**src/rtl/seg_display_converter.sv**
```systemverilog
// Binary to BCD (double dabble) with registered 7-segment outputs.
// Optional LEADING_ZERO_BLANK_EN blanks leading zero digits.
module seg_display_converter #(
    parameter int WIDTH          = 7,
    parameter int DIGITS         = 2,
    parameter bit SEG_ACTIVE_LOW = 1'b1
) (
    input  logic                  CLK,
    input  logic                  RESET,
    input  logic                  START,
    input  logic [WIDTH-1:0]      BINARY,
    output logic                  BUSY,
    output logic                  DONE,
    output logic                  OVERFLOW,
    output logic [4*DIGITS-1:0]   BCD_OUT,
    output logic [7*DIGITS-1:0]   SEGMENTS
);
    localparam int CW = $clog2(WIDTH + 1);
    localparam int BW = 4 * DIGITS;
    localparam int SW = 7 * DIGITS;
    localparam logic [6:0]    BLANK = SEG_ACTIVE_LOW ? 7'h7F : 7'h00;
    localparam logic [CW-1:0] LAST  = CW'(WIDTH - 1);

    typedef enum logic [1:0] {IDLE, SHIFT, UPDATE} state_t;

    state_t          state;
    logic [WIDTH-1:0] shreg;
    logic [BW-1:0]   scratch;
    logic [BW-1:0]   adjusted;
    logic [CW-1:0]   count;
    logic            ovf_flag;
    logic [SW-1:0]   seg_next;
    logic [3:0]      digit;
`ifdef LEADING_ZERO_BLANK_EN
    logic            lead;
`endif

    function automatic logic [6:0] encode(input logic [3:0] d);
        logic [6:0] p;
        case (d)
            4'd0:    p = 7'h3F;
            4'd1:    p = 7'h06;
            4'd2:    p = 7'h5B;
            4'd3:    p = 7'h4F;
            4'd4:    p = 7'h66;
            4'd5:    p = 7'h6D;
            4'd6:    p = 7'h7D;
            4'd7:    p = 7'h07;
            4'd8:    p = 7'h7F;
            4'd9:    p = 7'h6F;
            default: p = 7'h00;
        endcase
        return SEG_ACTIVE_LOW ? ~p : p;
    endfunction

    always_comb begin
        adjusted = scratch;
        for (int i = 0; i < DIGITS; i++) begin
            if (scratch[4*i +: 4] >= 4'd5)
                adjusted[4*i +: 4] = scratch[4*i +: 4] + 4'd3;
        end
    end

    // Walk from the top digit down so blanking stops at the first nonzero
    always_comb begin
        seg_next = '0;
        digit    = '0;
`ifdef LEADING_ZERO_BLANK_EN
        lead     = 1'b1;
`endif
        for (int i = DIGITS - 1; i >= 0; i--) begin
            digit = scratch[4*i +: 4];
`ifdef LEADING_ZERO_BLANK_EN
            if (digit != 4'd0)
                lead = 1'b0;
            if (lead && (i != 0) && !ovf_flag)
                seg_next[7*i +: 7] = BLANK;
            else
                seg_next[7*i +: 7] = encode(digit);
`else
            seg_next[7*i +: 7] = encode(digit);
`endif
        end
    end

    always_ff @(posedge CLK) begin
        if (RESET) begin
            state    <= IDLE;
            BUSY     <= 1'b0;
            DONE     <= 1'b0;
            OVERFLOW <= 1'b0;
            BCD_OUT  <= '0;
            SEGMENTS <= {DIGITS{BLANK}};
            shreg    <= '0;
            scratch  <= '0;
            count    <= '0;
            ovf_flag <= 1'b0;
        end else begin
            DONE <= 1'b0;
            case (state)
                IDLE: begin
                    if (START) begin
                        shreg    <= BINARY;
                        scratch  <= '0;
                        ovf_flag <= 1'b0;
                        count    <= '0;
                        BUSY     <= 1'b1;
                        state    <= SHIFT;
                    end
                end
                SHIFT: begin
                    scratch <= {adjusted[BW-2:0], shreg[WIDTH-1]};
                    shreg   <= shreg << 1;
                    if (adjusted[BW-1])
                        ovf_flag <= 1'b1;
                    count <= count + CW'(1);
                    if (count == LAST)
                        state <= UPDATE;
                end
                UPDATE: begin
                    BCD_OUT  <= scratch;
                    OVERFLOW <= ovf_flag;
                    SEGMENTS <= seg_next;
                    DONE     <= 1'b1;
                    BUSY     <= 1'b0;
                    state    <= IDLE;
                end
                default: state <= IDLE;
            endcase
        end
    end
endmodule

```
**config.mk**
```make
export PLATFORM = sky130hd
export DESIGN_NAME = seg_display_converter
export DESIGN_NICKNAME = d
export VERILOG_FILES = /design/src/rtl/seg_display_converter.sv
export SDC_FILE = /design/constraint.sdc
export NUM_CORES = 1
export LEC_CHECK = 0
export BUFFER_PORTS_ARGS = -buffer_cell sky130_fd_sc_hd__buf_2
export CAP_MARGIN = 20
export CORE_MARGIN = 2
export CORE_UTILIZATION = 25
export DETAILED_ROUTE_END_ITERATION = 6
export GPL_TIMING_DRIVEN = 0
export PLACE_DENSITY = 0.47
export RECOVER_POWER = 100
export SETUP_SLACK_MARGIN = 0.05
export SLEW_MARGIN = 20
export SYNTH_ARGS = -nofsm -noshare
export SYNTH_HDL_FRONTEND = slang
export SYNTH_SLANG_ARGS = --single-unit
```
**constraint.sdc**
```tcl
create_clock -name CLK -period 2.6 [get_ports CLK]
set_input_delay 0.13 -clock CLK [delete_from_list [all_inputs] [get_ports CLK]]
set_output_delay 0.13 -clock CLK [all_outputs]
set_load 0.005 [all_outputs]
```
======== After elaboration in Yosys (flattened, before gate mapping) ========
Memory sizes are Yosys's and may differ from the RTL's. A register that Yosys moved wholly into a read port is not among the register bits.
Index checks and enable logic that the tools add are counted.
cells by class
  add/subtract/negate cells ............... 3
  $lt $le $gt $ge ......................... 2
  eq/ne operators ......................... 6
  mux-type cells .......................... 21
  bitwise operators ....................... 2
  reductions and logical operators ........ 7
operator list
  cell                 count
  $mux 4               6
  $pmux 8 s2           1
  $not 7->7            2
  $pmux 7 s2           1
  $add 4x2->4 const B  2
  $ge 4x3->1 const B   2
  $mux 8               1
  $mux 7               1
  $ne 2x2->1 const B   3
  $pmux 3 s2           1
  $reduce_and 2->1     3
  $mux 1               4
  $mux 2               2
  $pmux 1 s2           2
  $pmux 2 s2           1
  $reduce_bool 2->1    2
  $add 3x1->3 const B  1
  $eq 3x3->1 const B   1
  $mux 3               1
  $reduce_and 3->1     1
  $eq 2x1->1 const B   1
  $eq 2x2->1 const B   1
  $logic_not 2->1      1
storage, ports and cells
  register bits after elaboration ......... 46
  ROM bits ................................ 224
  bits of input ports ..................... 10
  output and inout bits ................... 25
  word-level logic and storage cells ...... 53
  memories kept ........................... 2
memories
  memory            words  bits a word  read ports  clocked after memory_dff  wr ports  line  text
  (name not given)  16     7            1           1                         0         40    case (d)
  (name not given)  16     7            1           1                         0         40

======== Longest topological paths before layout ========
Gate-level depths: netlist (run 1).
  depth after elaboration ................. 5
  gate-level depth with buffers ........... 11
  depth with buffers taken out ............ 11

======== Worst setup path before layout (run 1) ========
Ideal clock, no wire load.
  kind .................................... reg-to-reg
  from .................................... register scratch[1]
  to ...................................... register (tool-made name)
  setup time .............................. 0.095 ns
  data arrival time ....................... 2.357 ns
  data required time ...................... 2.505 ns
  path slack .............................. 0.147 ns
  stages on the path, launching flop included .. 11
  cells stage by stage .................... dfxtp_1 > inv_1 > ha_1 > nand2b_1 > a2111oi_0 > a211oi_1 > nor2_1 > inv_1 > ha_1 > or3_1 > o311ai_1
RTL lines
  what                    line  text
  start, declared         28    logic [BW-1:0] scratch;
  start signal, assigned  112   scratch <= {adjusted[BW-2:0], shreg[WIDTH-1]};

==> key figures, run 1 <==
Hold path
  – Depth of the worst hold-timing path: 3
  – Hold Path Sink: shreg[5]$_SDFFE_PP0N_
  – Startpoint of the most critical hold path: BINARY[5]
  – Type of the most critical hold path: primary input to flop

Finish
  – Non-filler instance count after layout: 489
  – Antenna diodes: 0
  – Multi-input gate area in the final layout: 1439 µm²
  – Fillcell total: 1121
  – Share of layout cells above drive strength 1: between 20% and 30%
  – Area grow syn2layout: 24.88%
  – Most frequent standard cell in the layout excluding fill and tap cells: sky130_fd_sc_hd__dfxtp_1
  – Most frequent cells in the layout: sky130_fd_sc_hd__dfxtp_1, sky130_fd_sc_hd__nor2_1, sky130_fd_sc_hd__buf_2
  – Final std cell area, no fill: 3372 µm²
  – Count of nets after finishing: 376
  – Footprint of the flip-flops and latches: 1210 µm²
  – Post-layout util: around 32%

Placed design
  – Placed Area: between 3000 and 4000 µm²
  – HPWL after DPL: 4.527 mm
  – Count of placed standard cells including taps: 466
  – Routability Congestion: 0.7735
  – Port Buf Inserts: 34
  – Placement-stage worst setup slack: -0.2014 ns

Worst setup path
  – Endpoint kind of the worst setup timing path: flop
  – Register-to-register setup slack: 0.15 ns
  – Critical path data required time: 2.86 ns
  – Kind of launch point of the worst setup path: flop
  – Type of the worst setup path: flop to flop
  – Depth of the worst register-to-register path: 9
  – Largest incremental delay on the critical path: 0.52 ns
  – Largest fanout of any net on the critical path: 6
  – Startpoint of the worst register-to-register path: scratch[0]$_SDFFE_PP0N_
  – Ordered list of cells on the worst path: inv_1 -> ha_2 -> nor2b_1 -> nor3_1 -> o21ai_0 -> a21oi_1 -> ha_1 -> or4_4 -> o211ai_2
  – WP data arrival: around 2.7 ns
  – Instance count on the critical path: 9
  – CP Buf/Inv Count: 1
  – CP max-delay cell: sky130_fd_sc_hd__or4_4
  – CP delay by family, top: simple AND/OR/NAND/NOR gates

Route
  – Via count of the routed design: 2277
  – Wire per inst: roughly 13 µm
  – DRC violations left: 0
  – Initial drt markers: 92
  – Via/cell ratio: 4.656
  – DRT Wirelength: 6.535 mm
  – Number of nets still failing antenna checks after routing: 0
  – Number of detailed-routing iterations run before antenna repair: 4

Logic synthesis
  – Netlist area before placement: roughly 2700 µm²
  – Gate Count Post-Synth: 296
  – Share of the synthesized netlist area taken by xor and xnor gates: 0.3244%
  – Primary FF master, synth: sky130_fd_sc_hd__dfxtp_1
  – Number of warnings printed during yosys synthesis: 0
  – Mapped Avg Cell Area: around 9 µm²
  – Post-synthesis compound-gate area fraction: 23.03%
  – Count of flip-flops with a built-in enable after synthesis: 0
  – Largest family of logic cells by synthesized area: compound AO/OA/AOI/OAI gates
  – Share of cell area taken by muxes after synthesis: less than 1%
  – Net count after synthesis: 324
  – Number of synthesized register bits: 60
  – Async set or reset register ratio after synthesis: 0%
  – Number of distinct library cells after synthesis: 52
  – Synth Area in Adders: under 10%
  – Post-synthesis simple-gate area fraction: a little under a fifth
  – Share of synthesized area occupied by flip-flops and latches: around 44%

Power and ir drop
  – Peak VDD IR: 0.2597 mV
  – Pwr Density: roughly 570 nW/µm²
  – Final total power: 1.907 mW
  – Leakage power figure: 1.334 nW

Flow run
  – Number of maximum-capacitance constraint violations: 0

STA
  – Number of endpoints with negative hold slack in the final report: 0
  – Rel. slew slack: 45.55%
  – Period utilisation layout: 94.12%
  – Shortest period the worst path allows: 2.447 ns
  – Total Neg Setup Slack: 0 ns
  – Worst-case clock skew: 0.008979 ns
  – Fmax: 408.6 MHz
  – Final setup violation count: 0
  – Count of pins over their slew limit: 0
  – Slew at the pin with the worst max-slew slack: 0.8167 ns
  – Worst setup margin: 0.1529 ns
  – Worst hold-check slack: 0.05561 ns
  – RSZ-0062 raised after global routing: yes

Floorplan
  – Die outline area: between 10000 and 15000 µm²
  – Vert. Die Dim: 107.9 µm
  – Number of top-level design ports: 35
  – Starting utilization of the core area: 25.92%
  – Area of the placeable core: between 10000 and 15000 µm²
  – Number of cell rows: 37
  – DIE WIDTH: 107.9 µm

GRT
  – Wire length of the first global-routing pass: 10.47 mm
  – Largest net degree at the start of global routing: 11
  – Overall overflow remaining after global route: 0
  – Antenna violations before repair: 0
  – All-layer global routing usage: 11.80%
  – Vias in the first global route: 2067

CTS
  – Hold-fix buffer count after cts: 0
  – Library cell used as clock root buffer: sky130_fd_sc_hd__clkbuf_8
  – Clock latency of the later-clocked register in the worst-skew pair: around 0.34 ns
  – Number of H-tree levels: 3
  – Total number of clock tree sinks: 60
  – Longest Clk Path Bufs: 2
  – Clock transition at the registers of the reported paths: 0.07 ns
  – Clock buffer count from CTS: 9
  – CTS tree: done

Outcome
  – Run status: completed
[power breakdown]
part / internal [mW] / switching (mW) / total, mW
registers: 0.934 / 0.00990 / 0.944
clock network: 0.492 / 0.359 / 0.851
logic: 0.0395 / 0.0729 / 0.112
[area by class of cell]
type	instances	share of cell area (%)
Sequential cell	60	35.88
Inverter	14	1.558
Multi-Input combinational cell	203	42.67
Buffer	19	2.635
Clock buffer	12	4.601
Tap cell	136	5.046
Timing Repair Buffer	41	6.197
Clock inverter	4	1.410
[kinds of logic after synthesis]
kind of cell	count (synthesis)
fa+ha+maj	18
buf+inv	33
flops	60
xor+xnor	1
simple gates	98
mux	1
compound gates	85
[per-layer routing]
layer	wire length [µm]	track usage [%]	vias to the layer above
li1	-	-	1149
met1	3132	14.90	1078
met2	3063	18.82	39
met3	262	4.237	11
met4	76	3.663	0
met5	0	0	-
[repair_timing]
item                                    4_1_cts  5_1_grt
setup buffers                                 2        5
hold endpoints to repair                      0        0
resized for setup                            10       15
endpoints found under the setup margin       11       12
pin swaps                                     2        6
[cells in the mapped netlist, types with 2 or more instances]
master,n,area (µm²)
sky130_fd_sc_hd__nand2b_1,8,50.05
sky130_fd_sc_hd__nand3_1,3,15.01
sky130_fd_sc_hd__nand2_1,19,71.32
sky130_fd_sc_hd__a211oi_1,3,22.52
sky130_fd_sc_hd__nor4bb_1,2,20.02
sky130_fd_sc_hd__a22o_1,9,78.83
sky130_fd_sc_hd__a311oi_1,9,78.83
sky130_fd_sc_hd__clkbuf_1,7,26.28
sky130_fd_sc_hd__a21oi_1,26,130.1
sky130_fd_sc_hd__and4b_1,2,20.02
sky130_fd_sc_hd__ha_1,18,225.2
sky130_fd_sc_hd__o21ai_0,13,65.06
sky130_fd_sc_hd__o311ai_1,2,17.52
sky130_fd_sc_hd__or3_1,2,12.51
sky130_fd_sc_hd__nor2_1,43,161.4
sky130_fd_sc_hd__buf_2,7,35.03
sky130_fd_sc_hd__inv_1,13,48.80
sky130_fd_sc_hd__buf_1,3,11.26
sky130_fd_sc_hd__a21o_1,4,30.03
sky130_fd_sc_hd__nor3b_1,2,15.01
sky130_fd_sc_hd__a211oi_4,2,40.04
sky130_fd_sc_hd__nor3_1,6,30.03
sky130_fd_sc_hd__dfxtp_1,60,1201
sky130_fd_sc_hd__a2111oi_0,4,35.03
sky130_fd_sc_hd__and2_1,2,12.51
[worst max-delay path by stage]
stage                            start   end
4_1_cts        scratch[5]$_SDFFE_PP0N_  flop
3_3_place_gp   scratch[1]$_SDFFE_PP0N_  flop
3_5_place_dp   scratch[0]$_SDFFE_PP0N_  flop
6_report       scratch[0]$_SDFFE_PP0N_  flop
2_1_floorplan  scratch[1]$_SDFFE_PP0N_  flop
5_1_grt        scratch[0]$_SDFFE_PP0N_  flop
[worst min-delay path, stage by stage]
cell and delay (ns):
sky130_fd_sc_hd__buf_2 0.10, sky130_fd_sc_hd__nand2_1 0.05, sky130_fd_sc_hd__a311oi_1 0.08
(Power assumes the default switching activity.)
==> inputs of run 2 (changes only) <==
--- a/config.mk
+++ b/config.mk
@@ -8,13 +8,12 @@
 export BUFFER_PORTS_ARGS = -buffer_cell sky130_fd_sc_hd__buf_2
 export CAP_MARGIN = 20
 export CORE_MARGIN = 2
-export CORE_UTILIZATION = 25
+export CORE_UTILIZATION = 28
 export DETAILED_ROUTE_END_ITERATION = 6
 export GPL_TIMING_DRIVEN = 0
-export PLACE_DENSITY = 0.47
+export PLACE_DENSITY = 0.51
 export RECOVER_POWER = 100
 export SETUP_SLACK_MARGIN = 0.05
-export SLEW_MARGIN = 20
 export SYNTH_ARGS = -nofsm -noshare
 export SYNTH_HDL_FRONTEND = slang
 export SYNTH_SLANG_ARGS = --single-unit
==> run 2 against run 1 <==
Utilization rose by 3.2 points. Via count fell by 1.4%. Cell count fell by 1.8%. Largest cell class unchanged.
==> key figures, run 2 (synthesis gave the netlist of run 1 again) <==
Route
  – Initial drt markers: just under 90
  – DRT Wirelength: 6.176 mm
  – Wire per inst: 12.87 µm
  – Via/cell ratio: 4.679
  – Number of nets still failing antenna checks after routing: 0
  – DRC violations left: 0
  – Via count of the routed design: 2246
  – Number of detailed-routing iterations run before antenna repair: 4

STA
  – Worst-case clock skew: around 0.0095 ns
  – Shortest period the worst path allows: 2.419 ns
  – Worst setup margin: 0.1811 ns
  – Worst hold-check slack: roughly 0.051 ns
  – Number of endpoints with negative hold slack in the final report: 0
  – Rel. slew slack: 39.37%
  – RSZ-0062 raised after global routing: no
  – Slew at the pin with the worst max-slew slack: 0.9095 ns
  – Total Neg Setup Slack: 0 ns
  – Fmax: 413.4 MHz
  – Count of pins over their slew limit: 0
  – Final setup violation count: 0
  – Period utilisation layout: 93.03%

Finish
  – Share of layout cells above drive strength 1: 20.51%
  – Antenna diodes: 0
  – Count of nets after finishing: 374
  – Final std cell area, no fill: 3303 µm²
  – Most frequent standard cell in the layout excluding fill and tap cells: sky130_fd_sc_hd__dfxtp_1
  – Post-layout util: 35.58%
  – Area grow syn2layout: 22.34%
  – Most frequent cells in the layout: sky130_fd_sc_hd__dfxtp_1, sky130_fd_sc_hd__nor2_1, sky130_fd_sc_hd__buf_2, sky130_fd_sc_hd__a21oi_1, sky130_fd_sc_hd__clkbuf_1

Worst setup path
  – Largest fanout of any net on the critical path: 7
  – Ordered list of cells on the worst path: inv_1 -> ha_1 -> nor2b_1 -> o41ai_1 -> a211oi_2 -> nor2_1 -> inv_1 -> ha_1 -> or3_1 -> o311ai_1
  – Register-to-register setup slack: 0.18 ns
  – Critical path data required time: 2.84 ns
  – Startpoint of the worst register-to-register path: scratch[0]$_SDFFE_PP0N_
  – Depth of the worst register-to-register path: 10
  – Endpoint kind of the worst setup timing path: flop
  – Type of the worst setup path: flop to flop
  – CP max-delay cell: sky130_fd_sc_hd__dfxtp_2
  – Kind of launch point of the worst setup path: flop
  – WP data arrival: 2.66 ns
  – Largest incremental delay on the critical path: 0.39 ns

Flow run
  – Number of maximum-capacitance constraint violations: 0

GRT
  – Antenna violations before repair: 0
  – Vias in the first global route: between 2000 and 2500
  – Overall overflow remaining after global route: 0
  – Largest net degree at the start of global routing: 12
  – Wire length of the first global-routing pass: 10.10 mm
  – All-layer global routing usage: between 10% and 20%

CTS
  – CTS tree: done
  – Longest Clk Path Bufs: 2
  – Number of H-tree levels: 3
  – Clock buffer count from CTS: 9
  – Library cell used as clock root buffer: sky130_fd_sc_hd__clkbuf_8
  – Hold-fix buffer count after cts: 0
  – Clock transition at the registers of the reported paths: 0.07 ns
  – Clock latency of the later-clocked register in the worst-skew pair: 0.34 ns
  – Total number of clock tree sinks: 60

Hold path
  – Startpoint of the most critical hold path: BINARY[4]
  – Type of the most critical hold path: primary input to flop
  – Hold Path Sink: shreg[4]$_SDFFE_PP0N_
  – Depth of the worst hold-timing path: 3

Placed design
  – Routability Congestion: 0.7895
  – Placement-stage worst setup slack: -0.2514 ns
  – Placed Area: ~3000 µm²
  – HPWL after DPL: 4.388 mm
  – Port Buf Inserts: 34

Outcome
  – Run status: completed

Power and ir drop
  – Pwr Density: between 500 and 600 nW/µm²
  – Peak VDD IR: 0.2347 mV
  – Leakage power figure: 1.283 nW

Floorplan
  – DIE WIDTH: 102.2 µm
  – Die outline area: 10440 µm²
  – Number of cell rows: 35
  – Number of top-level design ports: 35
  – Area of the placeable core: roughly 9300 µm²
  – Vert. Die Dim: ~100 µm
  – Starting utilization of the core area: 29.08%
## run 2: layer usage
| layer | vias up | wire length [µm] | GRT usage, % |
|---|---|---|---|
| met5 | - | 0 | 0 |
| met4 | 0 | 107 | 5.538 |
| met3 | 10 | 260 | 2.873 |
| met2 | 47 | 2713 | 19.08 |
| met1 | 1043 | 3095 | 16.99 |
| li1 | 1146 | - | - |
## run 2: power by group
group	internal, mW	leakage (nW)	switching (mW)
Sequential	0.935	0.489	0.00911
Combinational	0.0364	0.696	0.0684
Clock	0.466	0.0983	0.383
## run 2: worst max path at each step
stage                                  startpoint  endpoint  slack [ns]  cells past startpoint
after detailed placement  scratch[1]$_SDFFE_PP0N_      flop       -0.25                     10
final                     scratch[0]$_SDFFE_PP0N_      flop        0.18                     10
after floorplan           scratch[1]$_SDFFE_PP0N_      flop        0.15                     10
after global routing        state[0]$_SDFFE_PP0P_      flop        0.04                      9
after CTS                 scratch[1]$_SDFFE_PP0N_      flop        0.03                     10
after global placement    scratch[0]$_SDFFE_PP0N_      flop       -0.18                     10
## run 2: worst max-delay path, delay by kind of cell (launching register included)
| kind | cells | cell delay (ns) |
|---|---|---|
| compound gates | 3 | 0.51 |
| simple gates | 3 | 0.69 |
| buf+inv | 2 | 0.19 |
| fa+ha+maj | 2 | 0.56 |
| flops | 1 | 0.39 |
## run 2: cell type report
cell class              count  area, µm²
multi-input cells         203       1404
inverters                  14      52.55
repair buffers             39      188.9
flip-flops and latches     60       1206
clock inverters             6      63.81
fillers                  1013       5981
plain buffers              19      88.84
clock buffers              10      137.6
well taps                 129      161.4
## run 2: repair_timing
item | in CTS | in global routing
endpoints found under the setup margin | 11 | 12
buffers inserted | 2 | 3
endpoints found under the hold margin | 0 | 0
gates resized for setup | 9 | 15
pin swaps | 3 | 4
## run 2: through the flow
stage               total power, mW  std cells
CTS                           1.922        477
floorplan                     1.034        296
finish                        1.898        480
global placement              1.067        459
detailed placement            1.069        459
global route                  1.981        480
==> inputs of run 3 (changes only) <==
--- a/config.mk
+++ b/config.mk
@@ -11,7 +11,7 @@
 export CORE_UTILIZATION = 28
 export DETAILED_ROUTE_END_ITERATION = 6
 export GPL_TIMING_DRIVEN = 0
-export PLACE_DENSITY = 0.51
+export PLACE_DENSITY = 0.5
 export RECOVER_POWER = 100
 export SETUP_SLACK_MARGIN = 0.05
 export SYNTH_ARGS = -nofsm -noshare
==> constraint.sdc (replaced) <==
create_clock -name CLK -period 3.1 [get_ports CLK]
set_input_delay 0.155 -clock CLK [delete_from_list [all_inputs] [get_ports CLK]]
set_output_delay 0.155 -clock CLK [all_outputs]
set_load 0.005 [all_outputs]
==> run 3 against run 2 <==
Count of clock-buffer cells in the layout unchanged. Flip-flop and latch count unchanged. Setup slack improved by 0.073 ns. Hold slack improved by 0.027 ns. Combinational power decreased by 20%. Sequential power decreased by 16%. Clock power decreased by 4.8%. Power decreased by 11%. Sequential share of layout area increased by 0.78 points. Critical path depth decreased by 1. Largest cell class unchanged. Largest power group is now clock.
==> key figures, run 3 (synthesis gave the netlist of run 1 again) <==
Power and ir drop
  – Fraction of power consumed by sequential logic: between 40% and 50%
  – Internal power summed over all cells: 1.285 mW
  – Pwr Density: 522.7 nW/µm²
  – Net Sw Frac: around a quarter
  – Peak VDD IR: 0.2446 mV
  – Power spent charging and discharging nets: 0.3985 mW
  – Final total power: 1.684 mW
  – Leakage power figure: about 1.2 nW
  – Logic gate share of total power: 5.0%
  – Clock network fraction of design power: 48.0%

Worst setup path
  – CP max-delay cell: sky130_fd_sc_hd__clkbuf_1
  – Kind of launch point of the worst setup path: flop
  – Type of the worst setup path: flop to flop
  – Ordered list of cells on the worst path: clkbuf_1 -> nor2b_4 -> clkbuf_1 -> a22oi_1 -> nor2_1 -> inv_1 -> ha_1 -> or3_1 -> o311ai_1
  – WP data arrival: 3.08 ns
  – Endpoint kind of the worst setup timing path: flop
  – Critical path data required time: 3.33 ns
  – Cell mode on critical path: sky130_fd_sc_hd__clkbuf_1
  – Largest fanout of any net on the critical path: 10
  – Largest incremental delay on the critical path: roughly 0.43 ns

STA
  – Shortest period the worst path allows: 2.846 ns
  – Worst setup margin: ~0.25 ns
  – Fmax: 351.4 MHz
  – Count of pins over their slew limit: 0
  – Worst-case clock skew: 0.01156 ns
  – Slew at the pin with the worst max-slew slack: 0.8316 ns
  – Final setup violation count: 0
  – Worst hold-check slack: 0.07782 ns
  – Rel. slew slack: roughly 45%
  – Total Neg Setup Slack: 0 ns
  – Number of endpoints with negative hold slack in the final report: 0
  – Period utilisation layout: 91.79%
  – RSZ-0062 raised after global routing: yes

Floorplan
  – DIE WIDTH: 102.2 µm
  – Die outline area: 10440 µm²
  – Number of top-level design ports: 35
  – Area of the placeable core: 9284 µm²
  – Starting utilization of the core area: between 20% and 30%
  – Vert. Die Dim: 102.2 µm
  – Number of cell rows: 35

Route
  – Initial drt markers: 76
  – DRC violations left: 0
  – Via count of the routed design: 2223
  – Via/cell ratio: 4.680
  – Number of nets still failing antenna checks after routing: 0
  – DRT Wirelength: 6.191 mm
  – Number of detailed-routing iterations run before antenna repair: 4
  – Wire per inst: 13.03 µm

Finish
  – Non-filler instance count after layout: about 480
  – Most frequent standard cell in the layout excluding fill and tap cells: sky130_fd_sc_hd__dfxtp_1
  – Antenna diodes: 0
  – Most frequent cells in the layout: sky130_fd_sc_hd__dfxtp_1, sky130_fd_sc_hd__nor2_1, sky130_fd_sc_hd__clkbuf_1
  – Final std cell area, no fill: 3221 µm²
  – Area grow syn2layout: 19.28%
  – Share of layout cells above drive strength 1: about an eighth
  – Count of nets after finishing: around 370
  – Post-layout util: 34.69%

GRT
  – Vias in the first global route: around 2000
  – Wire length of the first global-routing pass: 9.811 mm
  – Antenna violations before repair: 0
  – All-layer global routing usage: 12.23%
  – Overall overflow remaining after global route: 0
  – Largest net degree at the start of global routing: 12

CTS
  – Total number of clock tree sinks: 60
  – CTS tree: done
  – Hold-fix buffer count after cts: 0
  – Buffer count from post-CTS setup fixing: 0
  – Clock buffer count from CTS: 9
  – Number of H-tree levels: 3
  – Clock transition at the registers of the reported paths: 0.08 ns
  – Library cell used as clock root buffer: sky130_fd_sc_hd__clkbuf_8
  – Clock latency of the later-clocked register in the worst-skew pair: ~0.33 ns
  – Longest Clk Path Bufs: 2

Placed design
  – Placement-stage worst setup slack: between 0.2 and 0.3 ns
  – HPWL after DPL: 4.347 mm
  – Count of placed standard cells including taps: 459
  – Port Buf Inserts: 34
  – Placed Area: 3032 µm²
  – Routability Congestion: 0.7621

Flow run
  – Number of maximum-capacitance constraint violations: 0

Hold path
  – Type of the most critical hold path: primary input to flop

Outcome
  – Run status: completed
[run 3: area by class of cell]
| cell class | count | area (µm²) |
|---|---|---|
| Buffer | 19 | 80.08 |
| Clock buffer | 10 | 137.6 |
| Clock inverter | 6 | 87.58 |
| Fill cell | 1004 | 6063 |
| Inverter | 14 | 52.55 |
| Multi-Input combinational cell | 203 | 1354 |
| Sequential cell | 60 | 1201 |
| Tap cell | 129 | 161.4 |
| Timing Repair Buffer | 34 | 146.4 |
[run 3: what timing repair did]
action | CTS | global route
gates resized for setup | 0 | 2
hold endpoints to repair | 0 | 0
endpoints found under the setup margin | 0 | 3
[run 3: worst paths after layout]
kind	start	end	slack [ns]	cells past startpoint
worst max-delay path	state[0]$_SDFFE_PP0P_	flop	0.25	9
worst min-delay path	BINARY[4]	shreg[4]$_SDFFE_PP0N_	0.08	3
worst max register to register	state[0]$_SDFFE_PP0P_	flop	0.25	9
worst min register to register	flop	SEGMENTS[9]$_SDFFE_PP1P_	0.40	1
[run 3: power by group through the flow]
stage / Combinational, mW / Sequential [mW] / Clock, mW
floorplan: 0.0591 / 0.808 / 0
global placement: 0.0857 / 0.809 / 0
finish: 0.0837 / 0.792 / 0.808
global route: 0.0947 / 0.793 / 0.860
detailed placement: 0.0867 / 0.810 / 0
CTS: 0.0870 / 0.792 / 0.826
[run 3: critical path: cells and delay by family, from the launching register on]
family | cells | cell delay (ns)
and+or+nand+nor | 3 | 0.93
buffers and inverters | 3 | 0.97
DFF | 1 | 0.38
AOI/OAI and AO/OA | 2 | 0.26
adders and majority gates | 1 | 0.21
[run 3: layer usage]
layer | GRT usage, % | wire length, µm | up-vias
li1 | - | - | 1132
met5 | 0 | 0 | -
met1 | 16.72 | 3315 | 1046
met4 | 5.231 | 61 | 0
met3 | 3.078 | 225 | 4
met2 | 18.32 | 2588 | 41
